`src/rtl/hram_pkg.sv`:
```
// Shared definitions for the HyperRAM Wishbone arbiter: FSM encoding,
// master index assignments and Wishbone burst cycle-type codes.
package hram_pkg;

  typedef enum logic [1:0] {
    ST_IDLE = 2'd0,
    ST_OWN  = 2'd1,
    ST_GAP  = 2'd2
  } arb_state_t;

  localparam int IDX_CPU = 0;
  localparam int IDX_SDC = 1;
  localparam int IDX_CAM = 2;

  localparam logic [2:0] CTI_CLASSIC = 3'b000;
  localparam logic [2:0] CTI_CONST   = 3'b001;
  localparam logic [2:0] CTI_INCR    = 3'b010;
  localparam logic [2:0] CTI_EOB     = 3'b111;

  // Width of an index into n masters, never less than one bit.
  function automatic int idx_w(input int n);
    return (n > 1) ? $clog2(n) : 1;
  endfunction

endpackage

```
`src/rtl/hram_wb_arbiter_rr_pick.sv`:
```
// Round-robin picker: scans requesters starting one past the last owner
// and returns a one-hot winner, all-zero when nobody requests.
module rr_pick
  import hram_pkg::*;
#(
  parameter int NM = 3,
  parameter int LW = idx_w(NM)
) (
  input  logic [NM-1:0] i_req,
  input  logic [LW-1:0] i_last,
  output logic [NM-1:0] o_gnt
);

  logic          w_found;
  logic [LW-1:0] w_idx;

  // First requester found at offsets last+1 .. last+NM wins.
  always_comb begin
    o_gnt   = '0;
    w_found = 1'b0;
    w_idx   = '0;
    for (int k = 1; k <= NM; k++) begin
      w_idx = LW'((int'(i_last) + k) % NM);
      if (!w_found && i_req[w_idx]) begin
        o_gnt[w_idx] = 1'b1;
        w_found      = 1'b1;
      end
    end
  end

endmodule

```
`src/rtl/hram_wb_arbiter.sv`:
```
// Wishbone arbiter sharing the HyperRAM data port between NM masters.
// A grant is held for the owner's whole cycle; a one-cycle gap with
// cyc low always separates consecutive owners.
//
// state   | meaning
// --------+---------------------------------------------------------
// IDLE    | no owner; any cyc high is arbitrated on the next edge
// OWN     | granted master is muxed onto the slave port
// GAP     | one cycle with slave cyc low before returning to IDLE
module hram_wb_arbiter
  import hram_pkg::*;
#(
  parameter int NM        = 3,
  parameter int AW        = 32,
  parameter int DW        = 32,
  parameter int MAX_BEATS = 64
) (
  input  logic                wb_clk_i,
  input  logic                wb_rst_i,
  input  logic [NM*AW-1:0]    wbm_adr_i,
  input  logic [NM*DW-1:0]    wbm_dat_i,
  input  logic [NM*DW/8-1:0]  wbm_sel_i,
  input  logic [NM-1:0]       wbm_we_i,
  input  logic [NM-1:0]       wbm_cyc_i,
  input  logic [NM-1:0]       wbm_stb_i,
  input  logic [NM*3-1:0]     wbm_cti_i,
  input  logic [NM*2-1:0]     wbm_bte_i,
  output logic [DW-1:0]       wbm_dat_o,
  output logic [NM-1:0]       wbm_ack_o,
  output logic [AW-1:0]       wbs_adr_o,
  output logic [DW-1:0]       wbs_dat_o,
  output logic [DW/8-1:0]     wbs_sel_o,
  output logic                wbs_we_o,
  output logic                wbs_cyc_o,
  output logic                wbs_stb_o,
  output logic [2:0]          wbs_cti_o,
  output logic [1:0]          wbs_bte_o,
  input  logic [DW-1:0]       wbs_dat_i,
  input  logic                wbs_ack_i,
  output logic [NM-1:0]       grant_o,
  output logic                overrun_o
);

  localparam int LW = idx_w(NM);
  localparam int SW = DW / 8;
  localparam int BW = $clog2(MAX_BEATS + 1);

  arb_state_t    r_state, w_state_nxt;
  logic [NM-1:0] r_grant, w_grant_nxt;
  logic [LW-1:0] r_last, w_last_nxt;
  logic [BW-1:0] r_beats, w_beats_nxt;
  logic          r_overrun, w_overrun_nxt;

  logic [NM-1:0] w_pick;
  logic [LW-1:0] w_pick_idx;
  logic          w_owner_cyc;

  rr_pick #(.NM(NM), .LW(LW)) u_rr_pick (
    .i_req  (wbm_cyc_i),
    .i_last (r_last),
    .o_gnt  (w_pick)
  );

  // One-hot winner to index, remembered as the next round-robin origin.
  always_comb begin
    w_pick_idx = '0;
    for (int i = 0; i < NM; i++) begin
      if (w_pick[i]) w_pick_idx = LW'(i);
    end
  end

  assign w_owner_cyc = |(wbm_cyc_i & r_grant);

  // Slave port follows the granted master; zero grant forces cyc/stb low.
  always_comb begin
    wbs_adr_o = '0;
    wbs_dat_o = '0;
    wbs_sel_o = '0;
    wbs_we_o  = 1'b0;
    wbs_cyc_o = 1'b0;
    wbs_stb_o = 1'b0;
    wbs_cti_o = '0;
    wbs_bte_o = '0;
    for (int i = 0; i < NM; i++) begin
      if (r_grant[i]) begin
        wbs_adr_o = wbm_adr_i[i*AW +: AW];
        wbs_dat_o = wbm_dat_i[i*DW +: DW];
        wbs_sel_o = wbm_sel_i[i*SW +: SW];
        wbs_we_o  = wbm_we_i[i];
        wbs_cyc_o = wbm_cyc_i[i];
        wbs_stb_o = wbm_stb_i[i];
        wbs_cti_o = wbm_cti_i[i*3 +: 3];
        wbs_bte_o = wbm_bte_i[i*2 +: 2];
      end
    end
  end

  assign wbm_dat_o = wbs_dat_i;
  assign wbm_ack_o = {NM{wbs_ack_i}} & r_grant;
  assign grant_o   = r_grant;
  assign overrun_o = r_overrun;

  // Next-state logic; the beat limit only flags, it never revokes a grant.
  always_comb begin
    w_state_nxt   = r_state;
    w_grant_nxt   = r_grant;
    w_last_nxt    = r_last;
    w_beats_nxt   = r_beats;
    w_overrun_nxt = 1'b0;
    case (r_state)
      ST_IDLE: begin
        if (|wbm_cyc_i) begin
          w_state_nxt = ST_OWN;
          w_grant_nxt = w_pick;
          w_last_nxt  = w_pick_idx;
          w_beats_nxt = '0;
        end
      end
      ST_OWN: begin
        if (wbs_ack_i && (r_beats != BW'(MAX_BEATS))) begin
          w_beats_nxt   = r_beats + BW'(1);
          w_overrun_nxt = (r_beats == BW'(MAX_BEATS - 1));
        end
        if (!w_owner_cyc) begin
          w_state_nxt = ST_GAP;
          w_grant_nxt = '0;
        end
      end
      ST_GAP: begin
        w_state_nxt = ST_IDLE;
      end
      default: begin
        w_state_nxt = ST_IDLE;
        w_grant_nxt = '0;
      end
    endcase
  end

  // State registers; reset drops the grant immediately, even mid-burst.
  always_ff @(posedge wb_clk_i) begin
    if (wb_rst_i) begin
      r_state   <= ST_IDLE;
      r_grant   <= '0;
      r_last    <= LW'(NM - 1);
      r_beats   <= '0;
      r_overrun <= 1'b0;
    end else begin
      r_state   <= w_state_nxt;
      r_grant   <= w_grant_nxt;
      r_last    <= w_last_nxt;
      r_beats   <= w_beats_nxt;
      r_overrun <= w_overrun_nxt;
    end
  end

endmodule

```
`config.mk`:
```
export PLATFORM = sky130hd
export DESIGN_NAME = hram_wb_arbiter
export DESIGN_NICKNAME = d
export VERILOG_FILES = /design/src/rtl/hram_pkg.sv /design/src/rtl/hram_wb_arbiter_rr_pick.sv /design/src/rtl/hram_wb_arbiter.sv
export SDC_FILE = /design/constraint.sdc
export NUM_CORES = 1
export LEC_CHECK = 0
export ABC_AREA = 1
export BUFFER_PORTS_ARGS = -buffer_cell sky130_fd_sc_hd__buf_2
export CORE_AREA = 2 2 149 151
export CTS_BUF_LIST = sky130_fd_sc_hd__clkbuf_4
export DETAILED_ROUTE_END_ITERATION = 16
export DIE_AREA = 0 0 151 153
export GPL_ROUTABILITY_DRIVEN = 0
export GPL_TIMING_DRIVEN = 0
export PLACE_DENSITY_LB_ADDON = 0.15
export SYNTH_ARGS = -nofsm -noshare
export SYNTH_HDL_FRONTEND = slang
export SYNTH_SLANG_ARGS = --single-unit
```
`constraint.sdc`:
```
create_clock -name wb_clk_i -period 1.9 [get_ports wb_clk_i]
set_clock_uncertainty 0.2 [all_clocks]
set_input_delay 0 -clock wb_clk_i [delete_from_list [all_inputs] [get_ports wb_clk_i]]
set_output_delay 0 -clock wb_clk_i [all_outputs]
set_load 0.05 [all_outputs]
```
==> results.cfg <==
[setup_path]
path_max_fanout = 6
endpoint_kind = primary output
path_class = flip-flop to primary output
timing.critical_path.required_ns = 1.70
cp_data_arrival_time_ns = 1.67
reg2reg_slack_ns = 0.10
worst_setup_path_start_kind = flip-flop

[route]
post-route-drc-count = 0
initialDrtViolationCount = 154
via_count = 4555
drtPass1Iterations = 4
post_detailed_routing_wire_length_um = 17900
drtAntennaViolNets = 0
route.detailed.vias_per_inst = 4.13
detail_route.wl_per_cell_um = 16.2

[worst_hold_path]
worst_hold_path_type = input pin to flip-flop

[clocking]
ctsHtreeMaxLevel = 1
cts.sinks = 15
tritoncts.num_buffers = 3
tritoncts_clock_tree = yes
path_clk_slew_ns = 0.09
ctsLongestPathBuffers = 2
clock_latency_ns = 0.28
clock_tree.root_cell = clkbuf_4

[run_status]
result_of_the_run = completed

[yosys]
fraction_of_the_mapped_netlist_area_in_compound_gates_pct = 39.8
yosys.area_share.simple_pct = 25.8
yosys_cell_types = 29
main_combinational_cell_family_by_area_after_synthesis = compound AO/OA/AOI/OAI gates
netlist_area_um2 = 2670
synth.yosys.seq_area_share_pct = 11.3
yosys-mux-area-fraction_pct = 0
fraction_of_the_mapped_netlist_area_in_adder_cells_pct = 2.81
post_syn_area_per_cell_um2 = 5.85
netlist_instances = 456
yosysWarnings = 0
postSynthRegisterBits = 15
yosys.area_share.xor_xnor_pct = 0.985
postSynthNetCount = 725

[finish]
regArea_um2 = 312
final.fill_count = 2373
nets = 1094
multi_input_comb_area_um2 = 2870
antenna_cells = 0
post-route-cell-area_um2 = 6720
final_layout_size_suffix_gt1_share_pct = 71.0
area_growth_syn_to_layout_pct = 152

[placement]
dp_worst_setup_slack_ns = -0.405
hpwlAfterDp_um = 14500
postPlaceCellArea_um2 = 5490
portBuffers = 345

[global_route]
grt_start_max_net_pins = 11
initial_antenna_violation_count = 0
gr-usage-all-layers_pct = 13.7
remaining_overflow_grt = 0
grt_first_pass_wirelength_um = 24400
grt_pass1_vias = 4290

[flow_run]
cap_viol_max_count = 0

[sta]
worst_slew_pin_slew_ns = 0.550
fin_worst_hold_slack_ns = 0.0521
final-setup-viol-count = 0
finalCritPeriodShare_pct = 98.3
final_critical_path_setup_slack_ns = 0.0325
clock.fmax_mhz = 535
report.final.slew_viol_count = 0
finalHoldViolations = 0
rel_slew_slack_pct = 63.3
min_period_ns = 1.87
setup_repair_after_global_routing_missed_its_margin = true

[die]
die-height_um = 153
start_util_pct = 12.4
floorplan.die.width_um = 151
core_area_um2 = 21500
ios = 378
floorplan.die_area_um2 = 23100
core.rowCount = 54

[power]
irDropWorstVdd_mv = 0.757
power.leakage_nw = 3.07
p_per_cell_area_nw_per_um2 = 1850
final timing paths:
path,start,cells past startpoint,end
max,grant_o[1],7,wbs_adr_o[24]
min,wbm_cyc_i[2],6,r_state[1]
max reg2reg,r_last[0],11,r_last[0]
min reg2reg,r_beats[6],2,r_beats[6]
registers in the layout (all words and copies together) (netlist names):
name / cells
r_last: 2
r_beats: 7
overrun_o: 1
r_state: 2
grant_o: 3
metal layers:
layer  routed length (um)  GRT usage [%]
met2                 9420           26.2
met4                   80          0.846
met5                    0              0
met1                 7340           16.9
met3                 1010           1.73
critical path: stages, from the launching register on:
cell	delay [ns]
dfxtp_4	0.41
nor2_4	0.06
buf_12	0.13
buf_12	0.14
clkbuf_16	0.15
a22oi_1	0.25
o21ai_4	0.08
buf_6	0.16
cells in the mapped netlist:
cell type  number  share of area [%]
nand3_2         1               0.38
o211ai_1        2               0.56
a21oi_1        10                1.9
nand4_1         3               0.70
nand2_1       120                 17
o21ai_0         2               0.38
nor2_2          2               0.47
xor2_1          2               0.66
clkbuf_1       17                2.4
or2_1           1               0.23
o21ai_2         1               0.33
buf_4          38                 11
or2_2           1               0.23
xnor2_1         1               0.33
nand3b_1        1               0.28
nand3_1        16                3.0
buf_2          10                1.9
inv_1          20                2.8
inv_2           9                1.3
buf_1           2               0.28
dfxtp_1        15                 11
a22oi_1        75                 21
a21oi_2         3               0.98
o21ai_1        78                 15
nand2_4         2               0.84
nor2_1         15                2.1
nor3_1          1               0.19
ha_1            6                2.8
nand2_2         2               0.47
placed cells by master, fill, tap and decap left out, drive strengths merged:
master and n:
a22oi 75, buf 407, inv 29, or2 2, o211ai 2, a21oi 13, xor2 2, nand3 17
dlygate4sd3 2, o21ai 81, clkbuf 26, ha 6, nand4 3, nand2 124, nand3b 1, dfxtp 15
nor3 1, xnor2 1, nor2 17
per-stage QoR:
step / instances / power [mW] / setup TNS, ns / utilization (%)
after floorplan: 456 / 7.68 / -1.09 / -
after global placement: 1081 / 9.84 / -22.21 / 25.5
after detailed placement: 1081 / 9.81 / -22.37 / 25.5
after CTS: 1089 / 11.6 / -0.141 / 28.8
after global routing: 1104 / 13.0 / -0.169 / 31.3
final: 1104 / 12.4 / 0 / 31.3
cells by family after synthesis:
kind of cell	Yosys count
AOI/OAI and AO/OA	171
xor gates and xnor gates	3
adders and majority gates	6
buffers and inverters	96
DFF	15
and+or+nand+nor	165
cell type report:
type / count / share of cell area, %
buffer: 66 / 8.94
timing repair buffer: 365 / 36.4
sequential: 15 / 4.64
clock buffer: 4 / 0.447
multi-input combinational: 345 / 42.7
tap: 280 / 5.22
inverter: 29 / 1.70
where the power goes:
group | switching (mW) | internal [mW]
Sequential | 0.0680 | 0.381
Combinational | 7.39 | 4.36
Clock | 0.103 | 0.0957
Total | 7.56 | 4.84
what timing repair did:
action / 4_1_cts / 5_1_grt
endpoints found under the setup margin: 83 / 82
hold buffers: 2 / 0
gates cloned: 0 / 7
setup buffers: 2 / 9
hold endpoints to repair: 9 / 0
pin swaps: 2 / 13
gates resized for setup: 201 / 70
No activity file was read; power rests on OpenSTA's default activity.
